$ cat src/rtl/sn76489_psg.sv
// SN76489-style PSG: three square tone channels, one LFSR noise channel,
// per-channel attenuation, mixed into a signed 8-bit sample.
module sn76489_psg #(
    parameter bit CLOCK_DIV_16 = 1'b1
) (
    input  logic       clock_i,
    input  logic       res_i,
    input  logic       clock_en_i,
    input  logic       ce_n_i,
    input  logic       we_n_i,
    input  logic [7:0] d_i,
    output logic       ready_o,
    output logic       tone1_o,
    output logic       tone2_o,
    output logic       tone3_o,
    output logic       noise_o,
    output logic [7:0] aout_o
);

    logic [9:0]  f_q [3];
    logic [3:0]  a_q [4];
    logic [9:0]  cnt_q [3];
    logic [2:0]  tone_q;
    logic [2:0]  nctl_q;
    logic [2:0]  reg_q;
    logic [14:0] lfsr_q;
    logic        armed_q;
    logic        ready_q;
    logic [4:0]  busy_q;
    logic [3:0]  pre_q;
    logic [10:0] ncnt_q;
    logic        t3_d_q;
    logic signed [7:0] aout_q;
    logic signed [7:0] mix;

    logic       accept;
    logic       tick;
    logic       shift;
    logic [2:0] wreg;
    logic       tone_w;
    logic       wf_hi;
    logic       wf_lo;
    logic       wa;
    logic       wn;

    assign accept = !ce_n_i && !we_n_i && ready_q && armed_q;
    assign wreg   = d_i[7] ? d_i[6:4] : reg_q;
    assign tone_w = !wreg[0] && (wreg != 3'd6);
    assign wf_hi  = tone_w && !d_i[7];
    assign wf_lo  = tone_w && d_i[7];
    assign wa     = wreg[0];
    assign wn     = (wreg == 3'd6);

    assign tick = clock_en_i && (!CLOCK_DIV_16 || pre_q == 4'hF);

    always_ff @(posedge clock_i or posedge res_i) begin
        if (res_i) begin
            for (int i = 0; i < 3; i++) f_q[i] <= '0;
            for (int i = 0; i < 4; i++) a_q[i] <= 4'hF;
            nctl_q <= '0;
            reg_q  <= '0;
        end else if (accept) begin
            if (d_i[7]) reg_q <= d_i[6:4];
            unique case (1'b1)
                wf_hi: f_q[wreg[2:1]][9:4] <= d_i[5:0];
                wf_lo: f_q[wreg[2:1]][3:0] <= d_i[3:0];
                wa:    a_q[wreg[2:1]] <= d_i[3:0];
                wn:    nctl_q <= d_i[2:0];
            endcase
        end
    end

    // armed_q enforces one write per ce/we strobe
    always_ff @(posedge clock_i or posedge res_i) begin
        if (res_i) begin
            armed_q <= 1'b1;
            ready_q <= 1'b1;
            busy_q  <= '0;
        end else begin
            if (ce_n_i || we_n_i) armed_q <= 1'b1;
            else if (accept) armed_q <= 1'b0;
            if (accept) begin
                ready_q <= 1'b0;
                busy_q  <= '0;
            end else if (!ready_q && clock_en_i) begin
                busy_q <= busy_q + 5'd1;
                if (busy_q == 5'd31) ready_q <= 1'b1;
            end
        end
    end

    always_ff @(posedge clock_i or posedge res_i) begin
        if (res_i) begin
            pre_q  <= '0;
            ncnt_q <= '0;
            t3_d_q <= 1'b0;
        end else begin
            t3_d_q <= tone_q[2];
            if (clock_en_i) begin
                pre_q  <= pre_q + 4'd1;
                ncnt_q <= ncnt_q + 11'd1;
            end
        end
    end

    // f_q of 0 or 1 parks the square output high
    always_ff @(posedge clock_i or posedge res_i) begin
        if (res_i) begin
            for (int i = 0; i < 3; i++) cnt_q[i] <= '0;
            tone_q <= '0;
        end else if (tick) begin
            for (int i = 0; i < 3; i++) begin
                if (f_q[i] <= 10'd1) begin
                    cnt_q[i]  <= f_q[i];
                    tone_q[i] <= 1'b1;
                end else if (cnt_q[i] <= 10'd1) begin
                    cnt_q[i]  <= f_q[i];
                    tone_q[i] <= !tone_q[i];
                end else begin
                    cnt_q[i] <= cnt_q[i] - 10'd1;
                end
            end
        end
    end

    always_comb begin
        shift = 1'b0;
        unique case (nctl_q[1:0])
            2'd0: shift = clock_en_i && (&ncnt_q[8:0]);
            2'd1: shift = clock_en_i && (&ncnt_q[9:0]);
            2'd2: shift = clock_en_i && (&ncnt_q);
            2'd3: shift = tone_q[2] && !t3_d_q;
        endcase
    end

    always_ff @(posedge clock_i or posedge res_i) begin
        if (res_i) begin
            lfsr_q <= 15'h4000;
        end else if (accept && wn) begin
            lfsr_q <= 15'h4000;
        end else if (shift) begin
            lfsr_q <= {nctl_q[2] ? lfsr_q[0] ^ lfsr_q[1] : lfsr_q[0],
                       lfsr_q[14:1]};
        end
    end

    function automatic logic [4:0] amp(input logic [3:0] a);
        logic [4:0] v;
        unique case (a)
            4'd0:  v = 5'd31;
            4'd1:  v = 5'd25;
            4'd2:  v = 5'd20;
            4'd3:  v = 5'd16;
            4'd4:  v = 5'd12;
            4'd5:  v = 5'd10;
            4'd6:  v = 5'd8;
            4'd7:  v = 5'd6;
            4'd8:  v = 5'd5;
            4'd9:  v = 5'd4;
            4'd10: v = 5'd3;
            4'd11: v = 5'd2;
            4'd12: v = 5'd2;
            4'd13: v = 5'd1;
            4'd14: v = 5'd1;
            4'd15: v = 5'd0;
        endcase
        return v;
    endfunction

    function automatic logic signed [7:0] lvl(input logic [3:0] a,
                                              input logic o);
        logic signed [7:0] v;
        v = signed'({3'b000, amp(a)});
        return o ? v : -v;
    endfunction

    always_comb begin
        mix = lvl(a_q[0], tone_q[0]) + lvl(a_q[1], tone_q[1])
            + lvl(a_q[2], tone_q[2]) + lvl(a_q[3], lfsr_q[0]);
    end

    always_ff @(posedge clock_i or posedge res_i) begin
        if (res_i) aout_q <= '0;
        else aout_q <= mix;
    end

    assign ready_o = ready_q;
    assign tone1_o = tone_q[0];
    assign tone2_o = tone_q[1];
    assign tone3_o = tone_q[2];
    assign noise_o = lfsr_q[0];
    assign aout_o  = aout_q;

endmodule

$ cat config.mk
export PLATFORM = sky130hd
export DESIGN_NAME = sn76489_psg
export DESIGN_NICKNAME = d
export VERILOG_FILES = /design/src/rtl/sn76489_psg.sv
export SDC_FILE = /design/constraint.sdc
export NUM_CORES = 1
export LEC_CHECK = 0
export CORE_UTILIZATION = 59
export DETAILED_ROUTE_END_ITERATION = 7
export GPL_ROUTABILITY_DRIVEN = 0
export HOLD_SLACK_MARGIN = 0.05
export PLACE_DENSITY = 0.76
export SLEW_MARGIN = 0
export SYNTH_ARGS = -nofsm -noshare
export SYNTH_HDL_FRONTEND = slang
export SYNTH_SLANG_ARGS = --single-unit
export TNS_END_PERCENT = 5
$ cat constraint.sdc
create_clock -name clock_i -period 10.4 [get_ports clock_i]
set_clock_uncertainty 0.15 [all_clocks]
set_input_delay 3.12 -clock clock_i [delete_from_list [all_inputs] [get_ports clock_i]]
set_output_delay 3.12 -clock clock_i [all_outputs]
set_load 0.05 [all_outputs]
==> flow_summary.ini, run 1 <==
[status]
outcome = finished clean

[power_and_ir_drop]
swShare_pct = 41.3
clkPwrFrac_pct = 21.0
combPwrFrac_pct = 52.9
power.internal_mw = 1.83
p_switching_mw = 1.29
pwr-share-seq_pct = 26.2
power.total_mw = 3.12
power.density_nw_per_um2 = 351
leakage_nw = 4.01
max-vdd-ir-drop_v = 0.000234

[floorplan]
num_rows = 41
initial_core_util_pct = 61.5
die_x_um = 118
fp.dieArea_um2 = 13900
core-area_um2 = 12900
io_pins = 26
chipHeight_um = 118

[synthesis]
ys_seq_area_share_pct = 41.7
synth.area.top_cells = dfrtp_1 (35%), mux2_2 (8.1%), dfstp_2 (6.3%)
syn-num-nets = 857
syn_area_per_cell_um2 = 9.94
syn_area_um2 = 7920
synth_top_area_share_pct = 35.4
synthFlopType = dfrtp_1
ys_seq_elements = 131
async_reset_ff_share_pct = 100
synth_cell_types = 67
yosysTopAreaCell = dfrtp_1
syn-instance-count = 797
ys_warn_count = 0
synth-edff-count = 0

[sta]
slew_violations = 0
post-route-period-util_pct = 54.0
tightest_slew_ps = 1280
setup_violations = 0
hold_violations = 0
fmax_ghz = 0.178
fin_setup_tns_ps = 0
final.min_clock_period_ps = 5610
whs_ps = 326
rsz0062_at_grt = false
relSlewSlack_pct = 14.5

[clocking]
cts_hold_buf = 0
clockRootBuffer = clkbuf_16
post_cts_buffers = 0
clk_pin_slew_ps = 60
tritoncts = done
cts_sinks = 131
h-tree-depth = 4
cts_buffer_depth = 2
clk_latency_ps = 430
numCtsBuffers = 17
cts-resized-gates = 0

[detailed_routing]
routed_wl_um = 16500
drt_iter0_markers = 433
wl_per_cell_um = 16.7
vias_per_cell = 6.06
route.vias.total = 5987
drc = 0
drt-pass1-iter-count = 5
ant_nets = 0

[grt]
grt_pass1_vias = 5842
grtUsageMet2_pct = 41.1
grt_use_met3_pct = 6.54
grt_overflow = 0
grt_pass1_wl_um = 28200
grt_use_total_pct = 25.6
globalRoute.busiestLayer = met2
grt_start_max_net_pins = 75
gr-usage-met1_pct = 33.2
antenna_found_initial = 0

[hold_path]
hold_path_class = reg -> reg

[finish]
final_cell_area_um2 = 8890
diodes = 0
fillers = 960
drive_gt1_share_pct = 15.2
layout_commonest_cell = dfrtp_1
final_cell_mix = dfrtp_1 (112), inv_1 (62), mux2_2 (57), nor2_1 (56), nand2_1 (54)
fin_nets = 863
final_util_pct = 69.0
syn2layout_area_growth_pct = 12.2

[flow_run]
cap_violations = 0

[place]
dpl.hpwl_um = 11400
io_buffers = 25
dpl_cell_area_um2 = 8240

[worst_setup_path]
worstSetupPathType = in -> reg
critical_path.max_stage_delay_ps = 1160
crit_path_max_fanout = 38
critPathArrivalTime_ps = 5780
worstPathCellList = clkdlybuf4s50_1, and4_1, nand2b_1, o41ai_1
worst_setup_path_start_kind = input port
required_ps = 10570
cp_slowest_cell = and4_1
cp-end-kind = register
==> flip-flops by register name, indices dropped and copies added, names as in the netlist <==
name	flops
cnt_q	30
a_q	16
ready_o	1
ncnt_q	11
nctl_q	3
busy_q	5
tone_q	3
f_q	30
pre_q	4
armed_q	1
aout_o	8
t3_d_q	1
reg_q	3
lfsr_q	15
==> routing by layer <==
| metal | vias to the layer above | share of wire (%) | wire (µm) |
|---|---|---|---|
| met5 | - | 0 | 0 |
| met4 | 0 | 2.3 | 380 |
| met3 | 41 | 5.9 | 972 |
| li1 | 2831 | - | - |
| met1 | 2923 | 43 | 7090 |
| met2 | 192 | 49 | 8100 |
==> cell type report <==
cell class                      count  area (µm²)  share of cell area (%)
Clock buffer                       25         505                    5.69
Clock inverter                      7         144                    1.62
Inverter                           63         239                    2.69
Multi-Input combinational cell    562        4210                    47.4
Sequential cell                   131        3300                    37.2
Tap cell                          172         215                    2.42
Timing Repair Buffer               28         273                    3.07
==> critical path: cells and delay by family <==
| family | cells | cell delay (ps) |
|---|---|---|
| simple gates | 2 | 1450 |
| compound gates | 1 | 360 |
| buf+inv | 1 | 830 |
==> synth_stat cells, types with 4 or more instances <==
cell         n
o2bb2ai_1    5
mux2i_1     31
nor3_1      23
nand3_1     14
or2_2        5
mux2_2      57
or3_1        7
a22o_1       7
a31oi_1      8
inv_1       63
dfrtp_1    112
xor2_1      14
nor3b_1      4
o21bai_1     4
and3_1       5
nor2b_1      8
a22oi_1      5
xnor2_1     20
a21oi_1     38
nand4_1      9
fa_1        13
nand2b_1    11
dfstp_2     19
nor4_1       5
o21ai_0     50
ha_1        34
nand2_1     54
o211ai_1     4
o22ai_1      5
buf_2        7
nor4b_1      4
clkbuf_1    32
or4_1        4
a211oi_1     5
nor2_1      56
==> path summary, 6_finish.rpt <==
kind,startpoint,to,slack [ps],cells after the start
max,clock_en_i,cnt_q[25],4790,4
min,ncnt_q[10],ncnt_q[10],330,1
max reg2reg,a_q[5],aout_o[7],5430,19
min reg2reg,ncnt_q[10],ncnt_q[10],330,1
max in group asynchronous,res_i,aout_o[7],5690,3
min in group asynchronous,res_i,ncnt_q[3],3020,2
==> power groups by stage <==
stage | Sequential (mW) | Clock (mW) | Combinational (mW)
after floorplan | 0.838 | 0 | 1.30
after global placement | 0.807 | 0 | 1.58
after detailed placement | 0.818 | 0 | 1.64
after CTS | 0.813 | 0.666 | 1.66
after global routing | 0.835 | 0.685 | 1.85
final | 0.816 | 0.653 | 1.65
==> through the flow <==
| step | setup WS [ps] | instances |
|---|---|---|
| 2_1_floorplan | 3660 | 797 |
| 3_3_place_gp | 4510 | 956 |
| 3_5_place_dp | 4380 | 956 |
| 4_1_cts | 4840 | 988 |
| 5_1_grt | 4570 | 988 |
| 6_report | 4790 | 988 |
==> logic make-up after synthesis <==
| group | count (synthesis) | synth area share [%] |
|---|---|---|
| and+or+nand+nor | 228 | 15.1 |
| AOI/OAI and AO/OA | 163 | 13.0 |
| DFF | 131 | 41.7 |
| buffers and inverters | 104 | 5.18 |
| muxes | 88 | 12.0 |
| adders and majority gates | 47 | 8.66 |
| xor gates and xnor gates | 36 | 4.33 |
No activity file was read; power rests on OpenSTA's default activity.
==> inputs of run 2 (changes only) <==
==> constraint.sdc (replaced) <==
create_clock -name clock_i -period 5.8 [get_ports clock_i]
set_clock_uncertainty 0.15 [all_clocks]
set_input_delay 1.74 -clock clock_i [delete_from_list [all_inputs] [get_ports clock_i]]
set_output_delay 1.74 -clock clock_i [all_outputs]
set_load 0.05 [all_outputs]
==> run 2 against run 1 <==
Effect of this change: count of clock-buffer cells in the layout fell by 3; critical endpoint is now aout_o[7]; highest routed layer unchanged; utilization fell by 0.35 points; critical path type is now reg -> reg; first-iteration DRC count fell by 15%; sequential power rose by 79%; critical path depth rose by 15; via count fell by 0.84%.
==> flow_summary.ini, run 2 (same netlist as run 1, synthesis figures left out) <==
[worst_setup_path]
worstSetupPathType = reg -> reg
worstPathCellList = inv_1, ha_1, a21oi_1, a21oi_1, inv_1, ha_1, inv_1, mux2i_1, fa_1, inv_1, fa_1, inv_1, ha_1, fa_1, a21o_1, a21oi_1, o21bai_1, a21oi_1, xnor3_1
cp_top_family = adder cells
crit_start = a_q[9]
crit_top_cell = inv_1
critical_path.max_stage_delay_ps = 590
path_buf_inv = 5
rrSetupSlack_ps = 950
required_ps = 5950
cp-end-kind = register
r2r-start = a_q[9]
critPathArrivalTime_ps = 5010
worst_setup_path_start_kind = register
crit_path_max_fanout = 7
worstReg2RegEnd = aout_o[7]
rr_worst_depth = 19
crit_cells = 19
cp_slowest_cell = dfstp_2

[clocking]
h-tree-depth = 4
cts_hold_buf = 0
clockRootBuffer = clkbuf_16
cts-resized-gates = 0
cts_buffer_depth = 2
post_cts_buffers = 0
clk_latency_ps = 430
cts_sinks = 131
numCtsBuffers = 17
tritoncts = done
clk_pin_slew_ps = 60

[finish]
final_cells = 992
final_cell_mix = dfrtp_1 (112), inv_1 (62), mux2_2 (57), nor2_1 (56), nand2_1 (54)
final_util_pct = 68.7
syn2layout_area_growth_pct = 11.6
layout_commonest_cell = dfrtp_1
top_regs = cnt_q: 30 flops, f_q: 30 flops, a_q: 16 flops
fin_nets = 867
diodes = 0
drive_gt1_share_pct = 15.9

[sta]
fin_setup_tns_ps = 0
rsz0062_at_grt = false
fmax_ghz = 0.206
slew_violations = 0
final.min_clock_period_ps = 4850
layout_setup_ws_ps = 947
setup_violations = 0
hold_violations = 0
tightest_slew_ps = 909
relSlewSlack_pct = 39.4
whs_ps = 328
post-route-period-util_pct = 83.7

[power_and_ir_drop]
power.density_nw_per_um2 = 611
pwr-share-seq_pct = 27.0
combPwrFrac_pct = 54.5
max-vdd-ir-drop_v = 0.000376
clkPwrFrac_pct = 18.4
leakage_nw = 3.99
p_switching_mw = 2.29
power.internal_mw = 3.11
swShare_pct = 42.4

[floorplan]
chipHeight_um = 118
die_x_um = 118
core-area_um2 = 12900
fp.dieArea_um2 = 13900
io_pins = 26
num_rows = 41
initial_core_util_pct = 61.5

[hold_path]
min_to = ncnt_q[10]
worstHoldStart = ncnt_q[10]
hold_path_class = reg -> reg
min_path_cells = 1

[place]
io_buffers = 25
dpl.hpwl_um = 11400
placed_cells = 960
dp_slack_ps = 915

[detailed_routing]
routed_wl_um = 16400
route.vias.total = 5937
drt_iter0_markers = 369
vias_per_cell = 5.98
drt-pass1-iter-count = 5
drc = 0
wl_per_cell_um = 16.5
ant_nets = 0

[status]
outcome = finished clean

[grt]
grt_pass1_vias = 5935
grt_use_total_pct = 25.9
grt_pass1_wl_um = 28500
antenna_found_initial = 0
grt_start_max_net_pins = 73
grt_overflow = 0

[flow_run]
cap_violations = 0
[run 2: power by group through the flow]
stage	registers, mW	logic (mW)	clock network (mW)
3_3_place_gp	1.45	2.83	0
3_5_place_dp	1.47	2.94	0
2_1_floorplan	1.50	2.33	0
4_1_cts	1.46	2.96	1.02
5_1_grt	1.50	3.35	1.05
6_report	1.46	2.95	0.996
[run 2: metal layers]
| metal | GRT usage (%) | vias up | share of wire (%) |
|---|---|---|---|
| li1 | - | 2822 | - |
| met1 | 33.8 | 2939 | 45 |
| met2 | 42.8 | 150 | 49 |
| met3 | 5.14 | 26 | 4.3 |
| met4 | 9.29 | 0 | 1.9 |
| met5 | 0 | - | 0 |
[run 2: area by class of cell]
cell class                 instances  area (µm²)
multi-input combinational        562        4210
timing repair buffer              32         315
fill                             975        4030
clock buffer                      22         484
clock inverter                    10        77.6
sequential                       131        3300
inverter                          63         239
tap                              172         215
[run 2: how the worst max path moves through the flow]
stage	to	slack, ps
final	aout_o[7]	950
after global routing	aout_o[7]	640
after CTS	aout_o[7]	920
after detailed placement	aout_o[7]	920
after global placement	aout_o[7]	1050
after floorplan	aout_o[0]	440
[run 2: through the flow]
step | cell area, µm² | total power [mW]
floorplan | 7920 | 3.83
global placement | 8280 | 4.28
detailed placement | 8280 | 4.41
CTS | 8840 | 5.43
global route | 8840 | 5.91
finish | 8840 | 5.41
==> RTL edit, RTL diff (flow settings as in run 2) <==
Change the parameter `CLOCK_DIV_16` from 1'b1 to 1'b0.
--- a/src/rtl/sn76489_psg.sv
+++ b/src/rtl/sn76489_psg.sv
@@ -2,5 +2,5 @@
 // per-channel attenuation, mixed into a signed 8-bit sample.
 module sn76489_psg #(
-    parameter bit CLOCK_DIV_16 = 1'b1
+    parameter bit CLOCK_DIV_16 = 1'b0
 ) (
     input  logic       clock_i,
Check against the original RTL: not equivalent (Yosys sat finds a counterexample within 4 cycles, from zero or initial values).
==> RTL edit against run 2 <==
- synthesized area shrank 5.4%
- design area shrank 5.1%
- global-route usage grew 0.29 points
- non-clock buffer count shrank 3
- sequential cell count shrank 4
- count of clock-buffer cells in the layout shrank 2
- setup slack gained 0.012 ns
- routed wire length shrank 3.5%
- power shrank 4.8%
- largest cell class unchanged
- largest power group unchanged
==> RTL edit: results (changes against run 2) <==
stage;metric;value;unit;change
run_status;status;finished clean;;
layout;Filler Cell Count;941;;-3.5%
detailed_routing;met2 wire length;7.43;mm;-7.7%
detailed_routing;DR pass1 iterations;6;;+1
placement;placed inst area;7850;sq um;-5.2%
yosys;Distinct cells, synth;69;;+3.0%
global_routing;first-pass GRT wire length;26.3;mm;-7.6%
detailed_routing;M1 wire length;7.25;mm;-0.59%
detailed_routing;Vias/cell;5.86;;-2.1%
detailed_routing;met3 WL;770;microns;+8.6%
yosys;top cells by area, synth;dfrtp_1, mux2_2, dfstp_2;;
yosys;Synth Net Count;838;;-2.2%
power_and_ir_drop;worst-case vdd ir drop;0.404;mV;+7.3%
global_routing;vias in the first global route;5415;;-8.8%
detailed_routing;DRT iter0 DRCs;325;;-12%
global_routing;total track usage;26.2;%;+0.29 points
timing;slew margin rel.;17.8;%;-22 points
power_and_ir_drop;Seq pwr share;27.6;%;+0.6 points
power_and_ir_drop;Clk. pwr;0.000963;W;-3.3%
power_and_ir_drop;Leak;3.72;nW;-6.8%
yosys;synth cell count leaders;dfrtp_1, nand2_1, nor2_1;;
critical_path;Worst EP arrival;4.99;ns;-0.02 ns
yosys;sequential cell area fraction in the yosys report;42.7;%;+1.0 points
layout;layout cells sized above 1;14.5;%;-1.3 points
global_routing;pin count of the biggest net entering global routing;67;;-8.2%
power_and_ir_drop;sw frac;43.1;%;+0.69 points
placement;DP HPWL;11.1;mm;-2.6%
critical_path;worst-path maximum fanout;6;;-1
[RTL edit: kinds of logic after synthesis]
group                    share of synthesized area [%]
XOR/XNOR                                          4.04
buffers and inverters                             4.17
AND/OR/NAND/NOR                                   16.9
flip-flops                                        42.7
multiplexers                                      8.58
adder cells (fa/ha/maj)                           9.08
AO/OA/AOI/OAI                                     14.5
[RTL edit: worst paths after layout]
check | start | to | cells past startpoint
min in group asynchronous | res_i | ncnt_q[4]$_DFFE_PP0P_ | 2
max in group asynchronous | res_i | a_q[1]$_DFFE_PP1P_ | 3
hold reg to reg | ncnt_q[5]$_DFFE_PP0P_ | ncnt_q[5]$_DFFE_PP0P_ | 1
setup reg to reg | a_q[8]$_DFFE_PP1P_ | aout_o[7]$_DFF_PP0_ | 19
hold / removal | ncnt_q[5]$_DFFE_PP0P_ | ncnt_q[5]$_DFFE_PP0P_ | 1
setup / recovery | a_q[8]$_DFFE_PP1P_ | aout_o[7]$_DFF_PP0_ | 19
[RTL edit: layout make-up]
cell class	count	area [sq um]	share of cell area (%)
inverter	43	164	1.95
tap	168	210	2.51
timing repair buffer	29	293	3.49
sequential	127	3200	38.2
clock inverter	12	90.1	1.07
clock buffer	20	447	5.32
multi-input combinational	574	3980	47.5
[RTL edit: per-layer routing]
layer  vias to the layer above  track usage (%)
met1                      2747             34.5
met3                        31             6.88
met5                         -                0
li1                       2769                -
met2                       154             41.6
met4                         0             10.2
[RTL edit: metrics by stage]
step	total power [W]	instances	hold slack [ns]	worst slack [ns]	utilization, %
final	0.00514	973	0.323	0.959	68.7
after global routing	0.00561	973	0.341	0.673	68.7
after CTS	0.00517	973	0.333	0.959	68.7
after detailed placement	0.00417	941	0.322	0.977	64.3
after global placement	0.00402	941	0.303	1.16	64.3
after floorplan	0.00358	779	0.288	0.557	-
